[src/rtl/rf_sched_pkg.sv]
// ============================================================================
// Module : rf_sched_pkg
// Brief  : Shared widths, register-zero constant and LLU result buffer entry.
// Rev    : 1.0 - initial release
// ============================================================================
`default_nettype none

package rf_sched_pkg;

    localparam int DEF_ADDR_W = 5;
    localparam int DEF_DATA_W = 32;

    localparam logic [DEF_ADDR_W-1:0] REG_ZERO = '0;

    typedef struct packed {
        logic [DEF_ADDR_W-1:0] rd;
        logic [DEF_DATA_W-1:0] data;
    } fifo_entry_t;

    function automatic logic is_pow2(input int value);
        return (value > 0) && ((value & (value - 1)) == 0);
    endfunction

endpackage

`default_nettype wire

[src/rtl/rf_write_port_scheduler_if.sv]
// ============================================================================
// Module : rf_write_port_scheduler_if
// Brief  : WB, LLU, issue, decode and register-file write port signal bundle.
// Rev    : 1.0 - initial release
// ============================================================================
`default_nettype none

interface rf_write_port_scheduler_if #(
    parameter int ADDR_W = rf_sched_pkg::DEF_ADDR_W,
    parameter int DATA_W = rf_sched_pkg::DEF_DATA_W
);

    logic              wb_we;
    logic [ADDR_W-1:0] wb_rd;
    logic [DATA_W-1:0] wb_data;
    logic              llu_valid;
    logic              llu_ready;
    logic [ADDR_W-1:0] llu_rd;
    logic [DATA_W-1:0] llu_data;
    logic              iss_valid;
    logic [ADDR_W-1:0] iss_rd;
    logic              iss_ready;
    logic [ADDR_W-1:0] dec_rs1;
    logic [ADDR_W-1:0] dec_rs2;
    logic [ADDR_W-1:0] dec_rd;
    logic              dec_we;
    logic              dec_stall;
    logic              rf_we;
    logic [ADDR_W-1:0] rf_waddr;
    logic [DATA_W-1:0] rf_wdata;
    logic              wb_hold;

    modport master (
        output wb_we, wb_rd, wb_data,
        output llu_valid, llu_rd, llu_data,
        input  llu_ready,
        output iss_valid, iss_rd,
        input  iss_ready,
        output dec_rs1, dec_rs2, dec_rd, dec_we,
        input  dec_stall,
        input  rf_we, rf_waddr, rf_wdata,
        input  wb_hold
    );

    modport slave (
        input  wb_we, wb_rd, wb_data,
        input  llu_valid, llu_rd, llu_data,
        output llu_ready,
        input  iss_valid, iss_rd,
        output iss_ready,
        input  dec_rs1, dec_rs2, dec_rd, dec_we,
        output dec_stall,
        output rf_we, rf_waddr, rf_wdata,
        output wb_hold
    );

endinterface

`default_nettype wire

[src/rtl/rf_sync_fifo.sv]
// ============================================================================
// Module : rf_sync_fifo
// Brief  : Power-of-two depth synchronous FIFO with show-ahead head output.
// Rev    : 1.0 - initial release
// ============================================================================
`default_nettype none

module rf_sync_fifo #(
    parameter int DEPTH = 2,
    parameter int WIDTH = 37
) (
    input  logic             clk,
    input  logic             reset,
    input  logic             i_push,
    input  logic [WIDTH-1:0] i_data,
    input  logic             i_pop,
    output logic [WIDTH-1:0] o_head,
    output logic             o_full,
    output logic             o_empty
);

    localparam int c_ptr_w = $clog2(DEPTH);
    localparam logic [c_ptr_w:0] c_full_count = DEPTH[c_ptr_w:0];

    logic [WIDTH-1:0]   r_mem [DEPTH];
    logic [c_ptr_w-1:0] r_wr_ptr;
    logic [c_ptr_w-1:0] r_rd_ptr;
    logic [c_ptr_w:0]   r_count;
    logic               w_push_ok;
    logic               w_pop_ok;

    assign o_full    = (r_count == c_full_count);
    assign o_empty   = (r_count == '0);
    assign w_push_ok = i_push && !o_full;
    assign w_pop_ok  = i_pop && !o_empty;
    assign o_head    = r_mem[r_rd_ptr];

    // Storage carries no reset; validity is tracked by the count alone.
    always_ff @(posedge clk) begin
        if (w_push_ok) begin
            r_mem[r_wr_ptr] <= i_data;
        end
    end

    always_ff @(posedge clk or posedge reset) begin
        if (reset) begin
            r_wr_ptr <= '0;
            r_rd_ptr <= '0;
            r_count  <= '0;
        end else begin
            if (w_push_ok) begin
                r_wr_ptr <= r_wr_ptr + 1'b1;
            end
            if (w_pop_ok) begin
                r_rd_ptr <= r_rd_ptr + 1'b1;
            end
            case ({w_push_ok, w_pop_ok})
                2'b10:   r_count <= r_count + 1'b1;
                2'b01:   r_count <= r_count - 1'b1;
                default: r_count <= r_count;
            endcase
        end
    end

endmodule

`default_nettype wire

[src/rtl/rf_write_port_scheduler.sv]
// ============================================================================
// Module : rf_write_port_scheduler
// Brief  : Arbitrates the register-file write port between WB and the LLU,
//          buffers LLU results and tracks busy LLU destinations for decode.
//          Optional starvation guard: define RF_SCHED_STARVE_GUARD_EN.
// Rev    : 1.0 - initial release
// ============================================================================
`default_nettype none

module rf_write_port_scheduler
    import rf_sched_pkg::*;
#(
    parameter int ADDR_W       = DEF_ADDR_W,
    parameter int DATA_W       = DEF_DATA_W,
    parameter int FIFO_DEPTH   = 2,
    parameter int STARVE_LIMIT = 4
) (
    input  logic                      clk,
    input  logic                      reset,
    rf_write_port_scheduler_if.slave  bus
);

    if (!is_pow2(FIFO_DEPTH) || FIFO_DEPTH < 2 || STARVE_LIMIT < 1 ||
        ADDR_W != DEF_ADDR_W || DATA_W != DEF_DATA_W) begin : g_param_check
        $error("rf_write_port_scheduler: unsupported parameter set");
    end

    fifo_entry_t             w_push_entry;
    fifo_entry_t             w_head;
    logic                    w_fifo_full;
    logic                    w_fifo_empty;
    logic                    w_push;
    logic                    w_pop;
    logic                    w_wb_active;
    logic                    w_grant_fifo;
    logic                    w_force;
    logic                    w_iss_ready;
    logic                    w_issue_set;
    logic                    w_hazard;
    logic [(1<<ADDR_W)-1:0]  r_busy;

    assign w_push_entry = {bus.llu_rd, bus.llu_data};

    rf_sync_fifo #(
        .DEPTH (FIFO_DEPTH),
        .WIDTH ($bits(fifo_entry_t))
    ) u_fifo (
        .clk     (clk),
        .reset   (reset),
        .i_push  (w_push),
        .i_data  (w_push_entry),
        .i_pop   (w_pop),
        .o_head  (w_head),
        .o_full  (w_fifo_full),
        .o_empty (w_fifo_empty)
    );

    assign w_wb_active  = bus.wb_we && (bus.wb_rd != REG_ZERO);
    assign w_grant_fifo = !w_fifo_empty && (!w_wb_active || w_force);
    assign w_pop        = w_grant_fifo;

    // Writes to x0 never reach the buffer, so a granted head is never rd=0.
    assign bus.rf_we    = w_wb_active || !w_fifo_empty;
    assign bus.rf_waddr = w_grant_fifo ? w_head.rd   : bus.wb_rd;
    assign bus.rf_wdata = w_grant_fifo ? w_head.data : bus.wb_data;

    assign bus.llu_ready = !w_fifo_full;
    assign w_push        = bus.llu_valid && !w_fifo_full && (bus.llu_rd != REG_ZERO);

    assign w_iss_ready   = !((bus.iss_rd != REG_ZERO) && r_busy[bus.iss_rd]);
    assign bus.iss_ready = w_iss_ready;
    assign w_issue_set   = bus.iss_valid && w_iss_ready && (bus.iss_rd != REG_ZERO);

    assign w_hazard = ((bus.dec_rs1 != REG_ZERO) && r_busy[bus.dec_rs1]) ||
                      ((bus.dec_rs2 != REG_ZERO) && r_busy[bus.dec_rs2]) ||
                      (bus.dec_we && (bus.dec_rd != REG_ZERO) && r_busy[bus.dec_rd]) ||
                      (bus.iss_valid && !w_iss_ready);

    assign bus.dec_stall = w_hazard || w_force;
    assign bus.wb_hold   = w_force;

    // The issue path refuses busy destinations, so set and clear never collide.
    always_ff @(posedge clk or posedge reset) begin
        if (reset) begin
            r_busy <= '0;
        end else begin
            if (w_pop) begin
                r_busy[w_head.rd] <= 1'b0;
            end
            if (w_issue_set) begin
                r_busy[bus.iss_rd] <= 1'b1;
            end
        end
    end

`ifdef RF_SCHED_STARVE_GUARD_EN
    localparam int c_starve_w = $clog2(STARVE_LIMIT + 1);
    localparam logic [c_starve_w-1:0] c_starve_max = c_starve_w'(STARVE_LIMIT);

    logic [c_starve_w-1:0] r_starve_cnt;

    // Counts cycles in which WB has shut out a waiting LLU result.
    always_ff @(posedge clk or posedge reset) begin
        if (reset) begin
            r_starve_cnt <= '0;
        end else if (w_pop || w_fifo_empty) begin
            r_starve_cnt <= '0;
        end else if (w_wb_active && (r_starve_cnt != c_starve_max)) begin
            r_starve_cnt <= r_starve_cnt + 1'b1;
        end
    end

    assign w_force = !w_fifo_empty && (r_starve_cnt == c_starve_max);
`else
    assign w_force = 1'b0;
`endif

endmodule

`default_nettype wire

[src/flat_wrapper.sv]
// flat-port wrapper written by rule: the top's interface ports become plain ports
module rf_write_port_scheduler_flat import rf_sched_pkg::*;
#(
    parameter int ADDR_W       = DEF_ADDR_W,
    parameter int DATA_W       = DEF_DATA_W,
    parameter int FIFO_DEPTH   = 2,
    parameter int STARVE_LIMIT = 4
)
  (clk, reset, bus_wb_we, bus_wb_rd, bus_wb_data, bus_llu_valid, bus_llu_rd, bus_llu_data, bus_llu_ready, bus_iss_valid, bus_iss_rd, bus_iss_ready, bus_dec_rs1, bus_dec_rs2, bus_dec_rd, bus_dec_we, bus_dec_stall, bus_rf_we, bus_rf_waddr, bus_rf_wdata, bus_wb_hold);
  rf_write_port_scheduler_if #(.ADDR_W(ADDR_W), .DATA_W(DATA_W)) bus_i ();
  input  logic clk;
  input  logic reset;
  input wire logic [$bits(bus_i.wb_we)-1:0] bus_wb_we;
  input wire logic [$bits(bus_i.wb_rd)-1:0] bus_wb_rd;
  input wire logic [$bits(bus_i.wb_data)-1:0] bus_wb_data;
  input wire logic [$bits(bus_i.llu_valid)-1:0] bus_llu_valid;
  input wire logic [$bits(bus_i.llu_rd)-1:0] bus_llu_rd;
  input wire logic [$bits(bus_i.llu_data)-1:0] bus_llu_data;
  output wire logic [$bits(bus_i.llu_ready)-1:0] bus_llu_ready;
  input wire logic [$bits(bus_i.iss_valid)-1:0] bus_iss_valid;
  input wire logic [$bits(bus_i.iss_rd)-1:0] bus_iss_rd;
  output wire logic [$bits(bus_i.iss_ready)-1:0] bus_iss_ready;
  input wire logic [$bits(bus_i.dec_rs1)-1:0] bus_dec_rs1;
  input wire logic [$bits(bus_i.dec_rs2)-1:0] bus_dec_rs2;
  input wire logic [$bits(bus_i.dec_rd)-1:0] bus_dec_rd;
  input wire logic [$bits(bus_i.dec_we)-1:0] bus_dec_we;
  output wire logic [$bits(bus_i.dec_stall)-1:0] bus_dec_stall;
  output wire logic [$bits(bus_i.rf_we)-1:0] bus_rf_we;
  output wire logic [$bits(bus_i.rf_waddr)-1:0] bus_rf_waddr;
  output wire logic [$bits(bus_i.rf_wdata)-1:0] bus_rf_wdata;
  output wire logic [$bits(bus_i.wb_hold)-1:0] bus_wb_hold;
  assign bus_i.wb_we = bus_wb_we;
  assign bus_i.wb_rd = bus_wb_rd;
  assign bus_i.wb_data = bus_wb_data;
  assign bus_i.llu_valid = bus_llu_valid;
  assign bus_i.llu_rd = bus_llu_rd;
  assign bus_i.llu_data = bus_llu_data;
  assign bus_llu_ready = bus_i.llu_ready;
  assign bus_i.iss_valid = bus_iss_valid;
  assign bus_i.iss_rd = bus_iss_rd;
  assign bus_iss_ready = bus_i.iss_ready;
  assign bus_i.dec_rs1 = bus_dec_rs1;
  assign bus_i.dec_rs2 = bus_dec_rs2;
  assign bus_i.dec_rd = bus_dec_rd;
  assign bus_i.dec_we = bus_dec_we;
  assign bus_dec_stall = bus_i.dec_stall;
  assign bus_rf_we = bus_i.rf_we;
  assign bus_rf_waddr = bus_i.rf_waddr;
  assign bus_rf_wdata = bus_i.rf_wdata;
  assign bus_wb_hold = bus_i.wb_hold;
  rf_write_port_scheduler #(.ADDR_W(ADDR_W), .DATA_W(DATA_W), .FIFO_DEPTH(FIFO_DEPTH), .STARVE_LIMIT(STARVE_LIMIT)) u_core (.clk(clk), .reset(reset), .bus(bus_i));
endmodule
[config.mk]
export PLATFORM = sky130hd
export DESIGN_NAME = rf_write_port_scheduler_flat
export DESIGN_NICKNAME = d
export VERILOG_FILES = /design/src/rtl/rf_sched_pkg.sv /design/src/rtl/rf_write_port_scheduler_if.sv /design/src/rtl/rf_sync_fifo.sv /design/src/rtl/rf_write_port_scheduler.sv /design/src/flat_wrapper.sv
export SDC_FILE = /design/constraint.sdc
export NUM_CORES = 1
export LEC_CHECK = 0
export CORE_AREA = 8 8 113 126
export DETAILED_ROUTE_END_ITERATION = 7
export DIE_AREA = 0 0 121 134
export HOLD_SLACK_MARGIN = 0.02
export MAX_ROUTING_LAYER = met4
export PLACE_DENSITY_LB_ADDON = 0.05
export SLEW_MARGIN = 30
export SYNTH_ARGS = -nofsm -noshare
export SYNTH_HDL_FRONTEND = slang
export SYNTH_SLANG_ARGS = --single-unit
[constraint.sdc]
create_clock -name clk -period 3.6 [get_ports clk]
set_input_delay 0.72 -clock clk [delete_from_list [all_inputs] [get_ports clk]]
set_output_delay 0.72 -clock clk [all_outputs]
set_load 0.01 [all_outputs]
; Word level (Yosys, flattened, before mapping)
; Memory sizes are Yosys's and may differ from the RTL's.
; Cells that the tools add are included.
[classes]
add_sub_neg = 4
magnitude_cmp = 7
n_eq_ne = 3
muxes = 19
bitwise = 3
reduce_logical = 32
[op_table]
columns = cell, count
row1 = $mux W32, 3
row2 = $and A32 B32 Y32, 1
row3 = $not A32 Y32, 1
row4 = $or A32 B32 Y32, 1
row5 = $lt A5 B6 Y1 const B, 5
row6 = $reduce_bool A5 Y1, 6
row7 = $bmux W1 S5, 4
row8 = $logic_and A1 B1 Y1, 16
row9 = $demux W1 S5, 2
row10 = $ge A5 B1 Y1 const B, 2
row11 = $mux W1, 8
row12 = $mux W5, 1
row13 = $eq A2 B2 Y1 const B, 2
row14 = $logic_not A1 Y1, 4
row15 = $logic_or A1 B1 Y1, 4
row16 = $pmux W2 S2, 1
row17 = $add A1 B1 Y1 const B, 2
row18 = $add A2 B1 Y2 const B, 1
row19 = $eq A2 B1 Y1 const B, 1
row20 = $logic_not A2 Y1, 1
row21 = $reduce_bool A2 Y1, 1
row22 = $sub A2 B1 Y2 const B, 1
[word_totals]
reg_bits = 36
ramBits = 74
in_bits = 100
output_inout_bits = 42
wordCells = 73
memories = 1
[memory_table]
columns = memory, depth, width, rd, rd_clocked_by_memory_dff, write_ports, line
row1 = u_core.u_fifo.r_mem, 2, 37, 1, 0, 1, rf_sync_fifo.sv:25  ; logic [WIDTH-1:0] r_mem [DEPTH];

; Longest topological paths before layout
; An unclocked memory read counts as a cell.
[logic_depth]
ltp_word = 10
ltp_mapped = 10
mapped_depth_nobuf = 8

; By module
; Synthesis repeated with hierarchy kept, for this count alone.
[hier_totals]
cells_unflattened = 421
hier_area_um2 = 6063.3
[modules_own_cells]
columns = module, instances, cells_per_inst, area_per_inst_um2, seq_area_each_um2
row1 = rf_write_port_scheduler, 1, 287, 3110.5, 800.8
row2 = rf_sync_fifo, 1, 134, 2952.8, 2322.2

; Worst setup path after synthesis
; Ideal clock, no wire load.
[synth_timing]
path_kind = input to output
from = in bus_wb_rd[1]
to = out bus_rf_wdata[6]
arrival_ns = 2.407
required_time_ns = 2.880
setup_slack_ns = 0.473
stages = 6
path_buffers = 2
path_cell_list = or4_1 > o21ai_0 > o21ai_0 > clkbuf_1 > buf_1 > o21ai_0
[synth_between]
elab_chain_cells = 5
[synth_lines]
columns = element, line
row1 = start: declaration, flat_wrapper.sv:14  ; input wire logic [$bits(bus_i.wb_rd)-1:0] bus_wb_rd;
row2 = $reduce_bool A5 Y1, rf_write_port_scheduler.sv:58  ; assign w_wb_active = bus.wb_we && (bus.wb_rd != REG_ZERO);
row3 = $logic_and A1 B1 Y1, rf_write_port_scheduler.sv:58
row4 = $logic_not A1 Y1, rf_write_port_scheduler.sv:59  ; assign w_grant_fifo = !w_fifo_empty && (!w_wb_active || w_force);
row5 = $logic_and A1 B1 Y1, rf_write_port_scheduler.sv:59
row6 = $mux W32, rf_write_port_scheduler.sv:65  ; assign bus.rf_wdata = w_grant_fifo ? w_head.data : bus.wb_data;
row7 = end: declaration, flat_wrapper.sv:30  ; output wire logic [$bits(bus_i.rf_wdata)-1:0] bus_rf_wdata;
; No other way between the ends.

; Final worst setup path
[layout_timing]
from = in bus_wb_rd[1]
to = out bus_rf_wdata[0]
; Same word-level chain as after synthesis.

==> results.ini <==
[power]
switching_share=0.372
comb_power_share=0.408
power_mw=5.54
p_switching_mw=2.06
clockPowerShare=0.181
leakagePower_nw=3.16
peakVddDrop_uv=377
powerDensity_nw_per_um2=676
internal_power_mw=3.48
pwr-share-seq=0.411

[die]
start_util=0.494
dieHeight_um=134
die_w_um=121
die_area_um2=16200
core_um2=12200
rows=43
ios=142

[synthesis]
yosys.area.top_type=edfxtp_1
synth_top_family_by_area=multiplexers
ys.flop_type=edfxtp_1
ys_ff_latch=110
avgSynthCellArea_um2=12.2
yosys.area_share.simple=0.113
synth_edf_count=74
synth-xor-area-share=0.00726
async_reset_ff_frac=0.327
syn-num-nets=597
ys_top_cells_by_count=edfxtp_1, nand2_1, o21ai_0, mux2i_1, dfrtp_1
yosys.area_share.adder=0.00207
synth_compound_area_frac=0.137
syn_inst=496
yosysWarnings=0
synth_top_area_frac=0.368
ys_types=64
yosysMostFrequentCell=edfxtp_1
synth_mux_area_frac=0.184
ys_seq_area_frac=0.518
synth_area_um2=6030
synth_area_leaders=edfxtp_1, dfrtp_1, mux4_2

[placed_design]
hpwl_um=13700
gp_congestion=0.957
port_buffers=140
dp_cells=802
place_area_um2=7860
pre_cts_slack_ps=-447

[grt]
grt_pass1_vias=5213
grt_pass1_wl_um=28100
gr-total-overflow=0
grt_usage=0.231
grt_max_degree=56
antenna_found_initial=0

[drt]
dr.pass1.iters=5
drt-total-wl_um=18800
vias=5004
routedWlPerCell_um=22.8
vias_per_cell=6.09
drc=0
drtIter0Drc=382
ant_nets=0

[timing]
fmax_ghz=0.282
setup_ws_ps=55.4
fin_tns_setup_ps=0
report.final.slew_viol_count=0
period_share=0.985
fin_skew_ps=11.6
fin_crit_ps=3540
max_slew.worst_pin.slew_ps=744
finalSetupViolCount=0
hold_viol=0
slew_headroom=0.502
hold-worst-slack_ps=567
grt_setup_unrepaired=true

[cells_and_area]
final_util=0.672
antenna_cells=0
drive_above_1_share=0.197
filler_cell_count=922
area_growth_pct=36.0
fin_nets=761
final_cells=822
final_cell_area_um2=8210

[critical_path]
cp-start-kind=primary input
required_ps=2880
slowest_delay_ps=570
endpoint_kind=output pin
crit_path_max_fanout=14
crit_chain=clkdlybuf4s50_1 > or4_4 > o21ai_1 > buf_4 > o21ai_4 > clkbuf_16 > o21ai_0 > clkdlybuf4s15_1
worst_path_max_delay_cell=or4_4
worstSetupPathType=in -> out
cp.arrival_ps=2820

[outcome]
outcome=complete, no violations

[cts]
cts_tree=built
cts_buffer_depth=2
ctsHoldBuffers=0
root_buffer=clkbuf_16
h-tree-depth=3
clock_sinks=110
cts_made_buffers=9
clkLatencyLatePin_ps=340
cts.clk_slew.worst_paths_ps=70
cts_setup_buffers=0

[min_path]
hold_path_class=reg -> reg

[flow_run]
maxCapViolations=0

==> kinds of logic (layout without fill, tap and decap cells) <==
family	Yosys count	in the layout
and+or+nand+nor	140	140
adders and majority gates	1	1
DFF	110	110
other	1	1
muxes	72	72
buffers and inverters	42	210
xor gates and xnor gates	5	5
AOI/OAI and AO/OA	125	126
==> path summary, 6_finish.rpt <==
kind | from | end | slack (ps) | depth (start not counted)
max | bus_wb_rd[1] | bus_rf_wdata[0] | 60 | 8
min | u_core.r_busy[0]$_DFF_PP0_ | u_core.r_busy[0]$_DFF_PP0_ | 570 | 1
max reg2reg | u_core.r_busy[1]$_DFF_PP0_ | u_core.r_busy[1]$_DFF_PP0_ | 1110 | 6
min reg2reg | u_core.r_busy[0]$_DFF_PP0_ | u_core.r_busy[0]$_DFF_PP0_ | 570 | 1
max in group asynchronous | reset | u_core.u_fifo.r_rd_ptr$_DFFE_PP0P_ | 2470 | 3
min in group asynchronous | reset | u_core.u_fifo.r_wr_ptr$_DFFE_PP0P_ | 770 | 3
==> critical path: cells and delay by family <==
kind / cells / cell delay, ps
AND/OR/NAND/NOR: 1 / 570
buffers and inverters: 4 / 1100
AO/OA/AOI/OAI: 3 / 420
==> state kept, by name, summed over array words and instances (netlist names) <==
register	cells
u_core.u_fifo.r_wr_ptr	1
u_core.u_fifo.r_count	2
u_core.u_fifo.r_rd_ptr	1
u_core.u_fifo.r_mem	74
u_core.r_busy	32
==> final cells by class <==
cell class / instances / area [µm²] / area share
clock inverter: 5 / 66.3 / 0.00808
sequential: 110 / 3120 / 0.381
timing repair buffer: 186 / 1790 / 0.218
tap: 157 / 196 / 0.0239
clock buffer: 11 / 233 / 0.0284
inverter: 8 / 30.0 / 0.00366
multi-input combinational: 345 / 2770 / 0.337
==> placed cells by master, fill, tap and decap left out, types with 6 or more instances in the layout <==
cell / n
o21ai_1: 8
clkdlybuf4s15_1: 6
edfxtp_1: 74
o21ai_0: 59
clkbuf_16: 11
inv_1: 8
a22oi_1: 7
clkbuf_2: 14
nand2_1: 73
mux2i_1: 39
nor2b_1: 8
buf_4: 36
mux4_2: 20
a32o_1: 16
nor2_1: 19
dfrtp_1: 35
clkdlybuf4s15_2: 6
dlygate4sd2_1: 10
mux4_1: 8
clkdlybuf4s50_1: 101
==> power by group through the flow <==
| stage | clock, mW | combinational [mW] | sequential, mW |
|---|---|---|---|
| after floorplan | 0 | 1.43 | 1.99 |
| after global placement | 0 | 2.18 | 2.26 |
| after detailed placement | 0 | 2.27 | 2.27 |
| after CTS | 1.02 | 2.20 | 2.25 |
| after global routing | 1.06 | 2.45 | 2.30 |
| final | 1.01 | 2.26 | 2.28 |
==> routing by layer <==
layer	wire length, µm	track usage
met1	7110	0.253
met5	0	-
met2	9700	0.388
met3	1280	0.0496
met4	703	0.117
==> repair_timing <==
action                     in CTS  in global routing
gates resized for setup        81                 42
setup endpoints to repair      39                 36
pin swaps                       2                  2
gates cloned                    0                  5
Power figures use the tool's default switching activity.
==> patch, RTL diff (same flow settings) <==
Change the package constant `DEF_DATA_W` from 32 to 24.
--- a/src/rtl/rf_sched_pkg.sv
+++ b/src/rtl/rf_sched_pkg.sv
@@ -8,7 +8,7 @@
 package rf_sched_pkg;
 
     localparam int DEF_ADDR_W = 5;
-    localparam int DEF_DATA_W = 32;
+    localparam int DEF_DATA_W = 24;
 
     localparam logic [DEF_ADDR_W-1:0] REG_ZERO = '0;
 
Interface: changed (resized bus_llu_data, bus_rf_wdata and bus_wb_data); port bits go from 142 to 118. No check against the original RTL was run, so the function may have changed too.
==> patch against the original RTL <==
- cell area shrank 9.9%
- worst hold slack lost 0.062 ns
- sequential power shrank 17%
- area after synthesis shrank 12%
- global-route usage shrank 3.5 points
- critical path type unchanged
- die area is the same
- power shrank 15%
- synthesized cell count shrank 6.9%
- sequential cell count shrank 16
- worst setup slack lost 0.013 ns
- wire length shrank 18%
- largest power group unchanged
- clock power shrank 7%
- count of clock-buffer cells in the layout shrank 1
==> patch: results (changes against the original RTL) <==
run_status:
  status: "complete, no violations"
synthesis:
  yosys.area_share.xor_xnor_pct: 0.826  # +0.10 points
  ys_seq_area_share_pct: 49.9  # -1.9 points
  synthesis.nets: 547  # -8.4%
  post_synth_mux_area_share_pct: 19.4  # +1.0 points
  avgSynthCellArea_um2: 11.5  # -5.7%
cells_and_area:
  clkCellAreaFrac_pct: 4.04  # +0.40 points
  n_clock_buffer: 10  # -1
  fin_cells: 792  # -3.6%
  seqAreaFraction_pct: 35.8  # -2.3 points
  multi_input_combinational_area_share_pct: 34.2  # +0.50 points
  layout.buffer.nonclock.area_share_pct: 22.8  # +0.97 points
  n_fill_cell: 1029  # +12%
  layout.non_clock_inverters: 11  # +3
  fin_nets: 715  # -6.0%
worst_setup_path:
  reg2reg_slack_ns: 1.42  # +0.31 ns
  crit_start: "bus_dec_rs2[0]"
  timing.critical_path.to: "bus_dec_stall"
  critPathMaxFanout: 8  # -6
  reg2reg_depth: 8  # +2
  cp_top_family: "simple AND/OR/NAND/NOR gates"
  critical_path_arrival_ns: 2.84  # +0.02 ns
routing:
  routed-wl-met3_um: 726  # -43%
  wl_met2_um: 7820  # -19%
  routed_wirelength_um: 15400  # -18%
  post_drt_via_cell_ratio: 5.62  # -7.7%
global_route:
  globalRouteTotalUtil_pct: 19.6  # -3.5 points
  grt_first_pass_wirelength_um: 24200  # -14%
  first_global_vias: 4654  # -11%
  grt_start_max_net_pins: 37  # -34%
clocking:
  cts-resized-gates: 47  # -42%
place:
  placement.setup.worst_slack_ns: -0.592  # -0.145 ns
  io_buffer_count: 116  # -17%
  gpl.final_weighted_congestion: 0.965  # +0.87%
  place_inst: 767  # -4.4%
pwr:
  ir_worst_vdd_uv: 313  # -17%
timing:
  finalClockSkew_ns: 0.00824  # -0.00334 ns
  final_hold_slack_ns: 0.505  # -0.0620 ns
  fin_crit_sh_pct: 98.8  # +0.36 points
## patch: cell count changes after synthesis, moves of 6 or more
| cell | change |
|---|---|
| sky130_fd_sc_hd__o21ai_0 | -31 |
| sky130_fd_sc_hd__nand4_1 | +6 |
| sky130_fd_sc_hd__nand2_1 | -7 |
| sky130_fd_sc_hd__a22oi_1 | -6 |
| sky130_fd_sc_hd__a32o_1 | -16 |
| sky130_fd_sc_hd__nor3_1 | +7 |
| sky130_fd_sc_hd__edfxtp_1 | -16 |
| sky130_fd_sc_hd__o2bb2ai_1 | +19 |
| sky130_fd_sc_hd__mux2i_1 | +14 |
## patch: layer usage
layer,global-route usage [%],vias to the layer above
met2,31.9,152
li1,-,2113
met4,10.0,0
met1,22.7,2144
met3,3.70,39
met5,-,-
## patch: power groups by stage
stage                     Clock [mW]  Sequential [mW]  Combinational [mW]
after global placement             0             1.91                1.93
after CTS                      0.964             1.89                1.90
after global routing            1.01             1.93                2.06
after detailed placement           0             1.91                1.96
final                          0.940             1.90                1.88
after floorplan                    0             1.73                1.21
